$ cat config.mk
export PLATFORM = sky130hd
export DESIGN_NAME = fibonacci_result_fifo_flat
export DESIGN_NICKNAME = d
export VERILOG_FILES = /design/src/rtl/fibonacci_result_fifo_if.sv /design/src/rtl/fibonacci_result_fifo.sv /design/src/flat_wrapper.sv
export SDC_FILE = /design/constraint.sdc
export NUM_CORES = 1
export LEC_CHECK = 0
export BUFFER_PORTS_ARGS = -buffer_cell sky130_fd_sc_hd__buf_4
export CORE_MARGIN = 3
export CORE_UTILIZATION = 25
export CTS_BUF_LIST = sky130_fd_sc_hd__clkbuf_16
export CTS_CLUSTER_DIAMETER = 200
export DETAILED_ROUTE_END_ITERATION = 12
export GPL_TIMING_DRIVEN = 0
export PLACE_DENSITY = 0.41
export SLEW_MARGIN = 10
export SYNTH_ARGS = -nofsm -noshare
export SYNTH_HDL_FRONTEND = slang
export SYNTH_SLANG_ARGS = --single-unit
$ cat constraint.sdc
create_clock -name clk -period 2.95 [get_ports clk]
set_input_delay 0.7375 -clock clk [delete_from_list [all_inputs] [get_ports clk]]
set_output_delay 0.7375 -clock clk [all_outputs]
set_load 0.03 [all_outputs]
$ cat src/rtl/fibonacci_result_fifo_if.sv
// Result FIFO bus: producer strobe, flush, FWFT consumer handshake and status.
// Ports (slave = FIFO side):
//   in_valid, in_result, flush, out_ready       -> into the FIFO
//   out_valid, out_data, count, full, empty,
//   overflow, drop_cnt                          <- from the FIFO
interface fibonacci_result_fifo_if #(
   parameter int unsigned DEPTH  = 8,
   parameter int unsigned DATA_W = 8,
   parameter int unsigned DROP_W = 8
);
   localparam int unsigned CNT_W = $clog2(DEPTH) + 1;

   logic              in_valid;
   logic [DATA_W-1:0] in_result;
   logic              flush;
   logic              out_valid;
   logic [DATA_W-1:0] out_data;
   logic              out_ready;
   logic [CNT_W-1:0]  count;
   logic              full;
   logic              empty;
   logic              overflow;
   logic [DROP_W-1:0] drop_cnt;

   modport master (
      output in_valid, in_result, flush, out_ready,
      input  out_valid, out_data, count, full, empty, overflow, drop_cnt
   );

   modport slave (
      input  in_valid, in_result, flush, out_ready,
      output out_valid, out_data, count, full, empty, overflow, drop_cnt
   );
endinterface

$ cat src/rtl/fibonacci_result_fifo.sv
// Captures fibonacci results into a FWFT FIFO; results arriving while full
// (and not freed by a same-cycle pop) are dropped and counted.
// Ports:
//   clk  - system clock
//   rst  - synchronous active-high reset
//   bus  - fibonacci_result_fifo_if.slave (push strobe, flush, FWFT pop, status)
module fibonacci_result_fifo #(
   parameter int unsigned DEPTH  = 8,
   parameter int unsigned DATA_W = 8,
   parameter int unsigned DROP_W = 8
) (
   input  logic                    clk,
   input  logic                    rst,
   fibonacci_result_fifo_if.slave  bus
);
   localparam int unsigned PTR_W = $clog2(DEPTH);
   localparam int unsigned CNT_W = PTR_W + 1;

   logic [DATA_W-1:0] mem [DEPTH];
   logic [PTR_W-1:0]  rd_ptr, wr_ptr, rd_ptr_nxt, wr_ptr_nxt;
   logic [CNT_W-1:0]  count_q, count_nxt;
   logic              full_q, empty_q, overflow_q, overflow_nxt;
   logic [DROP_W-1:0] drop_q, drop_nxt;
   logic              pop_c, push_c, drop_c;

   // A full FIFO still accepts a push when the head leaves in the same cycle.
   assign pop_c  = !empty_q && bus.out_ready;
   assign push_c = bus.in_valid && (!full_q || pop_c);
   assign drop_c = bus.in_valid && full_q && !pop_c;

   // Next-state for pointers, occupancy and drop statistics.
   always_comb begin
      rd_ptr_nxt   = rd_ptr;
      wr_ptr_nxt   = wr_ptr;
      count_nxt    = count_q;
      overflow_nxt = overflow_q;
      drop_nxt     = drop_q;
      if (bus.flush) begin
         rd_ptr_nxt = '0;
         wr_ptr_nxt = '0;
         count_nxt  = '0;
      end else begin
         if (push_c) wr_ptr_nxt = wr_ptr + PTR_W'(1);
         if (pop_c)  rd_ptr_nxt = rd_ptr + PTR_W'(1);
         if (push_c && !pop_c)      count_nxt = count_q + CNT_W'(1);
         else if (pop_c && !push_c) count_nxt = count_q - CNT_W'(1);
         if (drop_c) begin
            overflow_nxt = 1'b1;
            if (drop_q != '1) drop_nxt = drop_q + DROP_W'(1);
         end
      end
   end

   // State registers; full/empty are registered from the next occupancy.
   always_ff @(posedge clk) begin
      if (rst) begin
         rd_ptr     <= '0;
         wr_ptr     <= '0;
         count_q    <= '0;
         full_q     <= 1'b0;
         empty_q    <= 1'b1;
         overflow_q <= 1'b0;
         drop_q     <= '0;
      end else begin
         rd_ptr     <= rd_ptr_nxt;
         wr_ptr     <= wr_ptr_nxt;
         count_q    <= count_nxt;
         full_q     <= (count_nxt == CNT_W'(DEPTH));
         empty_q    <= (count_nxt == '0);
         overflow_q <= overflow_nxt;
         drop_q     <= drop_nxt;
      end
   end

   // Storage array, no reset needed.
   always_ff @(posedge clk) begin
      if (!rst && !bus.flush && push_c) mem[wr_ptr] <= bus.in_result;
   end

   assign bus.out_valid = !empty_q;
   // Forced to zero while empty so the post-reset value is defined.
   assign bus.out_data  = empty_q ? '0 : mem[rd_ptr];
   assign bus.count     = count_q;
   assign bus.full      = full_q;
   assign bus.empty     = empty_q;
   assign bus.overflow  = overflow_q;
   assign bus.drop_cnt  = drop_q;
endmodule
$ cat src/flat_wrapper.sv
// flat-port wrapper written by rule: the top's interface ports become plain ports
module fibonacci_result_fifo_flat 
#(
   parameter int unsigned DEPTH  = 8,
   parameter int unsigned DATA_W = 8,
   parameter int unsigned DROP_W = 8
)
  (clk, rst, bus_in_valid, bus_in_result, bus_flush, bus_out_ready, bus_out_valid, bus_out_data, bus_count, bus_full, bus_empty, bus_overflow, bus_drop_cnt);
  fibonacci_result_fifo_if #(.DEPTH(DEPTH), .DATA_W(DATA_W), .DROP_W(DROP_W)) bus_i ();
  input  logic clk;
  input  logic rst;
  input wire logic [$bits(bus_i.in_valid)-1:0] bus_in_valid;
  input wire logic [$bits(bus_i.in_result)-1:0] bus_in_result;
  input wire logic [$bits(bus_i.flush)-1:0] bus_flush;
  input wire logic [$bits(bus_i.out_ready)-1:0] bus_out_ready;
  output wire logic [$bits(bus_i.out_valid)-1:0] bus_out_valid;
  output wire logic [$bits(bus_i.out_data)-1:0] bus_out_data;
  output wire logic [$bits(bus_i.count)-1:0] bus_count;
  output wire logic [$bits(bus_i.full)-1:0] bus_full;
  output wire logic [$bits(bus_i.empty)-1:0] bus_empty;
  output wire logic [$bits(bus_i.overflow)-1:0] bus_overflow;
  output wire logic [$bits(bus_i.drop_cnt)-1:0] bus_drop_cnt;
  assign bus_i.in_valid = bus_in_valid;
  assign bus_i.in_result = bus_in_result;
  assign bus_i.flush = bus_flush;
  assign bus_i.out_ready = bus_out_ready;
  assign bus_out_valid = bus_i.out_valid;
  assign bus_out_data = bus_i.out_data;
  assign bus_count = bus_i.count;
  assign bus_full = bus_i.full;
  assign bus_empty = bus_i.empty;
  assign bus_overflow = bus_i.overflow;
  assign bus_drop_cnt = bus_i.drop_cnt;
  fibonacci_result_fifo #(.DEPTH(DEPTH), .DATA_W(DATA_W), .DROP_W(DROP_W)) u_core (.clk(clk), .rst(rst), .bus(bus_i));
endmodule
Yosys cells after proc, flatten, opt, wreduce, memory -nomap -nowiden. Memory sizes are Yosys's and may differ from the RTL's. A register that Yosys moved wholly into a read port is not among the register bits. Cells that the tools add are included.

Memories kept: 1. Register bits after elaboration: 21. Memory bits (writable): 64. Output and inout bits: 24.

Memory list: u_core.mem (words 8, bits a word 8, read ports 1, clocked after Yosys merged registers in 1, write ports 1, line fibonacci_result_fifo.sv:19) `logic [DATA_W-1:0] mem [DEPTH];`.

Multiplexer cells: 8. Add/subtract/negate cells: 5. Reductions and logical operators: 19. Bitwise logic cells: 1. Equality and inequality tests: 2.

Operators with widths (count): $mux W4 (3); $add A8 B1 Y8 const B (1); $logic_and A1 B1 Y1 (8); $mux W8 (1); $ne A8 B8 Y1 const B (1); $add A3 B1 Y3 const B (2); $logic_not A1 Y1 (6); $mux W3 (2); $add A4 B1 Y4 const B (1); $eq A4 B4 Y1 const B (1); $logic_not A4 Y1 (1); $sub A4 B1 Y4 const B (1); $reduce_and A3 Y1 (1); $mux W1 (2); $reduce_and A2 Y1 (1); $reduce_or A2 Y1 (1); $logic_or A1 B1 Y1 (1); $not A1 Y1 (1).

Logic depth before layout (Yosys ltp). Gate-level depths: netlist of the first run.

Depth after elaboration: 10. Depth in mapped cells: 7. Depth with buffers taken out: 7.

Worst setup path before layout of the first run. Ideal clock, no wire load.

Kind: input to register. From: input bus_out_ready. To: memory u_core.mem[1][0] (enable). Path buffers: 1. Setup slack: 0.322 ns. Required time: 2.567 ns. Arrival: 2.244 ns. Stages on the path: 5. Cell sequence: or2b_1 > buf_2 > a21boi_1 > nand3_1 > nor3_1.

Cells in the longest elaborated chain, start to end: 6.

RTL lines: start: declaration (line flat_wrapper.sv:15) `input wire logic [$bits(bus_i.out_ready)-1:0] bus_out_ready;`; $logic_and A1 B1 Y1 (line fibonacci_result_fifo.sv:27) `assign pop_c = !empty_q && bus.out_ready;`; $logic_or A1 B1 Y1 (line fibonacci_result_fifo.sv:28) `assign push_c = bus.in_valid && (!full_q || pop_c);`; $logic_and A1 B1 Y1 (line fibonacci_result_fifo.sv:28); $logic_and A1 B1 Y1 (line fibonacci_result_fifo.sv:77) `if (!rst && !bus.flush && push_c) mem[wr_ptr] <= bus.in_result;`; $mux W1 (line fibonacci_result_fifo.sv:77); $mux W1 (not written as such) (line fibonacci_result_fifo.sv:77); end: declaration (line fibonacci_result_fifo.sv:19).

No other way between the ends.

==> metrics.md, run 1 <==
| Metric | Value |
|---|---|
| Area share of the largest cell type after synthesis | `53.30%` |
| Max stage delay on crit path | `0.50 ns` |
| Avg Inst Size Synth | `15.28 µm²` |
| CTS Buf Count | `9` |
| # port buffers | `35` |
| HP Start | `u_core.bus.overflow` |
| Worst Path Arrival | `2.02 ns` |
| GPL Wtd Cong | `0.6991` |
| Worst r2r src | `u_core.bus.empty` |
| CP Cell Sequence | `clkbuf_4 -> buf_8 -> mux4_2 -> mux2i_1 -> nor2_1 -> buf_4` |
| Async SR Flop Fraction | `0%` |
| Max_cap viols | `0` |
| DP HPWL | `5.102 mm` |
| Vias per cell | `4.363` |
| Finished Layout Cells | `468` |
| Slew Viols, Final | `0` |
| F_max | `0.3621 GHz` |
| Routed len/inst | `16.45 µm` |
| Clk slew on worst S/H paths | `0.06 ns` |
| Final hold viol count | `0` |
| RSZ-0062 raised after global routing | `no` |
| # IOs | `37` |
| Hold Crit Class | `register to register` |
| WL final | `around 7.7 mm` |
| Post-CTS Setup Inserts | `0` |
| Slew @ Worst Pin | `0.9962 ns` |
| Pre-CTS setup slack | `-0.2008 ns` |
| Clock tree buffer depth | `2` |
| Outcome | `complete, no violations` |
| GRT overflow | `0` |
| Max IR drop VDD | `0.2277 mV` |
| Cell taking the most area after synthesis | `edfxtp_1` |
| Hold-fix buffers, CTS | `0` |
| Largest net degree at the start of global routing | `17` |
| Root Driver | `clkbuf_16` |
| Sequential fraction of the synthesis area | `66.62%` |
| Worst Reg-to-Reg Cells | `5` |
| Yosys reg bits | `88` |
| Core area | `13990 µm²` |
| CTS sink cnt | `88` |
| Final period util | `93.61%` |
| R2R setup slack | `0.37 ns` |
| H-tree lvl count | `3` |
| Req. time, crit path | `2.21 ns` |
| Final setup fails | `0` |
| First-iteration detailed-routing DRC count | `~110` |
| Total power | `between 2 and 3 mW` |
| Ys flop type | `edfxtp_1` |
| Lkg Pwr | `1.479 nW` |
| Unique masters post-synth | `41` |
| Slowest CP cell | `mux4_2` |
| Top delay family on crit path | `multiplexers` |
| CP bufs+invs | `3` |
| Die height | `126.1 µm` |
| CP endpoint | `bus_out_data[2]` |
| Share of cells above drive strength 1 | `a little under a third` |
| Post-synth EDFFs | `64` |
| Vias in the first global route | `2051` |
| Gate Count Post-Synth | `236` |
| Die W | `126.1 µm` |
| PD cells | `~570 nW/µm²` |
| Max_slew headroom | `between 30% and 40%` |
| Worst setup EP type | `output port` |
| Placement row count | `43` |
| DP Cell Count | `between 400 and 500` |
| TritonCTS clock tree | `yes` |
| Filler Cell Count | `1426` |
| Critical path class | `register to output port` |
| DRT antenna net count | `0` |
| CP max FO | `10` |
| Worst Skew | `0.007289 ns` |
| First-pass GRT wire length | `11.97 mm` |
| Syn Std Cell Area | `3606 µm²` |
| Routed vias | `2042` |
| Tmin final | `2.761 ns` |
| Final WS setup | `around 0.19 ns` |
| Starting density of the core | `roughly a quarter` |
| Die area | `15900 µm²` |
| Tot GR Track Use | `10.10%` |
| Initial antenna violation count | `0` |
| Area growth from synthesis to layout | `22.31%` |
| Clock Latency Late Sink | `0.34 ns` |
| Critical path depth | `6` |
| Synth Warn # | `0` |
| Antenna cell count | `0` |
| Syn_nets | `between 200 and 300` |
| Reg2reg end | `u_core.mem[3][0]` |
| DRC | `0` |
| First-pass iteration count of the detailed router | `4` |
| Area contributors post-synth | `edfxtp_1 53%, dfxtp_1 13%, mux4_2 10%` |
| Crit start category | `register` |
| Nets | `301` |
cell usage in the layout, fill, tap and decap left out, drive strengths merged, types with 2 or more instances in the layout:
cell,netlist,layout
o21ai,5,5
mux4,16,16
clkbuf,4,12
nor2b,2,2
inv,6,9
buf,7,44
xnor2,6,6
nor3,4,4
nand2,8,8
nand3b,2,2
nand2b,3,3
a31oi,2,2
a21oi,5,5
nand3,4,4
clkinv,0,3
mux2i,10,10
edfxtp,64,64
xor2,6,6
nor2,32,32
nand4,3,3
a21boi,3,3
ha,5,5
and3,2,2
or3,2,2
dfxtp,24,24
tightest hold or removal path, stage by stage (launching register included):
cell     delay (ns)
dfxtp_1        0.31
inv_1          0.05
a21oi_1        0.05
per-layer routing:
layer,global-route usage (%),routed length [µm]
met1,13.66,3656
met2,15.43,3710
met3,2.036,216
met4,5.110,112
met5,0,0
what timing repair did:
action,4_1_cts,5_1_grt
endpoints found under the setup margin,8,13
gates resized for setup,3,5
pin swaps,0,0
power by group:
group / switching, mW / internal [mW]
logic: 0.0742 / 0.0512
registers: 0.00700 / 1.33
clock network: 0.490 / 0.578
cell usage after synthesis, types with 2 or more instances:
library cell and n:
o21ai_0 5, and3_1 2, nor2_1 32, ha_1 5, buf_2 5, nand2_1 8, xor2_1 6, nor3_1 4
mux2i_1 10, nand3_1 4, edfxtp_1 64, clkbuf_1 4, inv_1 6, a21oi_1 5, mux4_2 16, nand2b_1 3
nand4_1 3, a21boi_1 2, dfxtp_1 24, xnor2_1 6, nand3b_1 2
flip-flops by register name (all words and copies together), names as in the netlist, named ones only:
name	count
u_core.bus.count	4
u_core.bus.drop_cnt	8
u_core.bus.empty	1
u_core.bus.full	1
u_core.bus.overflow	1
u_core.mem	64
u_core.rd_ptr	3
u_core.wr_ptr	3
how the worst min path moves through the flow:
stage	end	slack, ns	cells past startpoint
after floorplan	register	0.45	2
after global placement	u_core.bus.overflow	0.44	2
after detailed placement	u_core.bus.overflow	0.44	2
after CTS	u_core.bus.overflow	0.45	2
after global routing	u_core.bus.overflow	0.47	2
final	u_core.bus.overflow	0.45	2
final cells by class:
type / instances / area, µm² / share of cell area, %
flip-flops and latches: 88 / 2404 / 54.50
multi-input cells: 131 / 1139 / 25.82
repair buffers: 37 / 277.8 / 6.298
clock buffers: 9 / 225.2 / 5.106
well taps: 180 / 225.2 / 5.106
plain buffers: 10 / 65.06 / 1.475
clock inverters: 7 / 52.55 / 1.191
inverters: 6 / 22.52 / 0.5106
per-stage QoR:
step / cell area [µm²] / setup TNS, ns / utilization (%) / hold WS [ns]
after floorplan: 3606 / 0 / - / 0.4541
after global placement: 4094 / -15.03 / 29.27 / 0.4383
after detailed placement: 4119 / -7.959 / 29.45 / 0.4373
after CTS: 4400 / 0 / 31.46 / 0.4477
after global routing: 4410 / 0 / 31.53 / 0.4705
final: 4410 / 0 / 31.53 / 0.4456
logic make-up (layout without fill, tap and decap cells):
| group | after synthesis | in the layout | share of synthesized area (%) |
|---|---|---|---|
| and+or+nand+nor | 69 | 69 | 9.716 |
| buffers and inverters | 17 | 69 | 2.151 |
| adders and majority gates | 5 | 5 | 1.735 |
| muxes | 26 | 26 | 12.77 |
| DFF | 88 | 88 | 66.62 |
| AOI/OAI and AO/OA | 19 | 19 | 4.094 |
| xor gates and xnor gates | 12 | 12 | 2.915 |
No activity file was read; power rests on OpenSTA's default activity.
==> run 2: changes to the inputs <==
==> constraint.sdc (replaced) <==
create_clock -name clk -period 2.95 [get_ports clk]
set_input_delay 0.7375 -clock clk [delete_from_list [all_inputs] [get_ports clk]]
set_output_delay 0.7375 -clock clk [all_outputs]
set_load 0.01 [all_outputs]
==> metrics.md, run 2 (synthesized netlist as in run 1, its figures left out) <==
| Metric | Value |
|---|---|
| Max reg flops | `64 (unchanged)` |
| DRC | `0 (unchanged)` |
| Switch Pwr | `0.5597 mW (-2.1%)` |
| Final period util | `93.83% (+0.22 points)` |
| Worst Path Arrival | `2.72 ns (+0.70 ns)` |
| H-tree lvl count | `3 (unchanged)` |
| WL final | `7.698 mm (about the same)` |
| Root Driver | `clkbuf_16` |
| Crit start category | `input port` |
| # IOs | `37 (unchanged)` |
| First-iteration detailed-routing DRC count | `100 (-6.5%)` |
| RSZ-0062 raised after global routing | `no` |
| Final hold viol count | `0 (unchanged)` |
| Antenna cell count | `0 (unchanged)` |
| Max stage delay on crit path | `0.86 ns (+0.36 ns)` |
| Vias in the first global route | `2051 (unchanged)` |
| Clk slew on worst S/H paths | `0.06 ns (about the same)` |
| Core area | `13990 µm² (unchanged)` |
| Leading cell type in the layout, fill and taps excluded | `edfxtp_1` |
| PD cells | `572.1 nW/µm² (-0.41%)` |
| Share of cells above drive strength 1 | `30.21% (unchanged)` |
| Max_slew headroom | `29.18% (-4.2 points)` |
| Pre-CTS setup slack | `-0.2008 ns (unchanged)` |
| Hold WS | `0.4456 ns (+0.00004900 ns)` |
| Area growth from synthesis to layout | `22.21% (about the same)` |
| Slew @ Worst Pin | `1.058 ns (+0.06220 ns)` |
| HP Start | `u_core.bus.overflow` |
| Worst setup EP type | `register` |
| Sw frac | `22.20% (-0.36 points)` |
| Flop pwr share | `53.1% (+0.2 points)` |
| Top delay family on crit path | `simple AND/OR/NAND/NOR gates` |
| CTS Buf Count | `9 (unchanged)` |
| Routed vias | `2034 (-0.39%)` |
| Initial antenna violation count | `0 (unchanged)` |
| Critical path class | `input port to register` |
| Die W | `126.1 µm (unchanged)` |
| CP bufs+invs | `2 (-1)` |
| CP Cell Sequence | `buf_4 -> or2b_1 -> buf_2 -> a21boi_1 -> nand3b_1 -> nor2_1` |
| Largest net degree at the start of global routing | `17 (unchanged)` |
| Die height | `126.1 µm (unchanged)` |
| Nets | `301 (unchanged)` |
| Tot GR Track Use | `10.10% (unchanged)` |
| Combinational power share | `4.4% (-0.5 points)` |
| Hold Crit Class | `register to register` |
| First-pass GRT wire length | `11.97 mm (unchanged)` |
| TritonCTS clock tree | `yes` |
| CP max FO | `9 (-1)` |
| DP HPWL | `5.102 mm (unchanged)` |
| Slew Viols, Final | `0 (unchanged)` |
| # port buffers | `35 (unchanged)` |
| GPL Wtd Cong | `0.6991 (unchanged)` |
| Clk network pwr share | `42.4% (+0.2 points)` |
| Tmin final | `2.768 ns (+0.006601 ns)` |
| Die area | `15900 µm² (unchanged)` |
| Most frequent cells in the layout | `64 x edfxtp_1, 37 x buf_4, 31 x nor2_1` |
| Final setup fails | `0 (unchanged)` |
| First-pass iteration count of the detailed router | `4 (unchanged)` |
| Max_cap viols | `0 (unchanged)` |
| Total power | `2.521 mW (-0.49%)` |
| Clock Latency Late Sink | `0.34 ns (about the same)` |
| Lkg Pwr | `1.477 nW (about the same)` |
| Req. time, crit path | `2.91 ns (+0.70 ns)` |
| Vias per cell | `4.346 (-0.39%)` |
| Routed len/inst | `16.45 µm (about the same)` |
| GRT overflow | `0 (unchanged)` |
| Slowest CP cell | `nor2_1` |
| CTS sink cnt | `88 (unchanged)` |
| F_max | `0.3613 GHz (-0.24%)` |
| Placement row count | `43 (unchanged)` |
| Largest register by flop count | `u_core.mem` |
| Outcome | `complete, no violations` |
| Worst r2r src | `u_core.bus.empty` |
| Cell-internal power | `1.962 mW (about the same)` |
| Fin util | `31.50% (about the same)` |
| Clock tree buffer depth | `2 (unchanged)` |
| Final WS setup | `0.1819 ns (-0.006601 ns)` |
| Max IR drop VDD | `0.2294 mV (+0.74%)` |
| DRT antenna net count | `0 (unchanged)` |
| Starting density of the core | `25.78% (unchanged)` |
| Worst Skew | `0.007253 ns (-0.00003539 ns)` |
| Start point of the critical path | `bus_out_ready` |
run 2: final timing paths:
path / endpoint / slack, ns / cells past startpoint
setup reg to reg: u_core.mem[4][7] / 0.32 / 5
hold / removal: u_core.bus.overflow / 0.45 / 2
hold reg to reg: u_core.bus.overflow / 0.45 / 2
setup / recovery: u_core.mem[4][7] / 0.18 / 6
run 2: layer usage:
metal	global-route usage (%)	wire, µm	vias to the layer above
li1	-	-	984
met1	13.66	3659	1018
met2	15.43	3731	23
met3	2.036	174	9
met4	5.110	132	0
met5	0	0	-
run 2: power groups by stage:
stage	sequential, mW	combinational (mW)	clock [mW]
finish	1.34	0.112	1.07
global route	1.34	0.125	1.16
CTS	1.34	0.115	1.09
detailed placement	1.37	0.114	0
global placement	1.37	0.112	0
floorplan	1.37	0.0597	0
run 2: layout make-up:
class                           instances  area, µm²
Fill cell                            1428       9582
Sequential cell                        88       2404
Multi-Input combinational cell        131       1139
Timing Repair Buffer                   37      277.8
Clock buffer                            9      225.2
Tap cell                              180      225.2
Buffer                                 10      61.31
Clock inverter                          7      52.55
Inverter                                6      22.52
run 2: per-stage QoR:
step	setup TNS [ns]	cell area, µm²	std cells
final	0	4407	468
after global routing	0	4407	468
after CTS	0	4400	468
after detailed placement	-7.946	4119	453
after global placement	-15.03	4094	451
after floorplan	0	3606	236
run 2: worst reg2reg max path, delay by kind of cell, from the launching register on:
kind / cells / cell delay [ns]
buf+inv: 1 / 0.18
simple gates: 3 / 1.31
flops: 1 / 0.34
compound gates: 1 / 0.42
run 2: what timing repair did:
| item | CTS | global route |
|---|---|---|
| setup buffers | 0 | 0 |
| hold buffers | 0 | 0 |
| resized for setup | 3 | 4 |
| endpoints found under the setup margin | 8 | 9 |
| pin swaps | 0 | 0 |
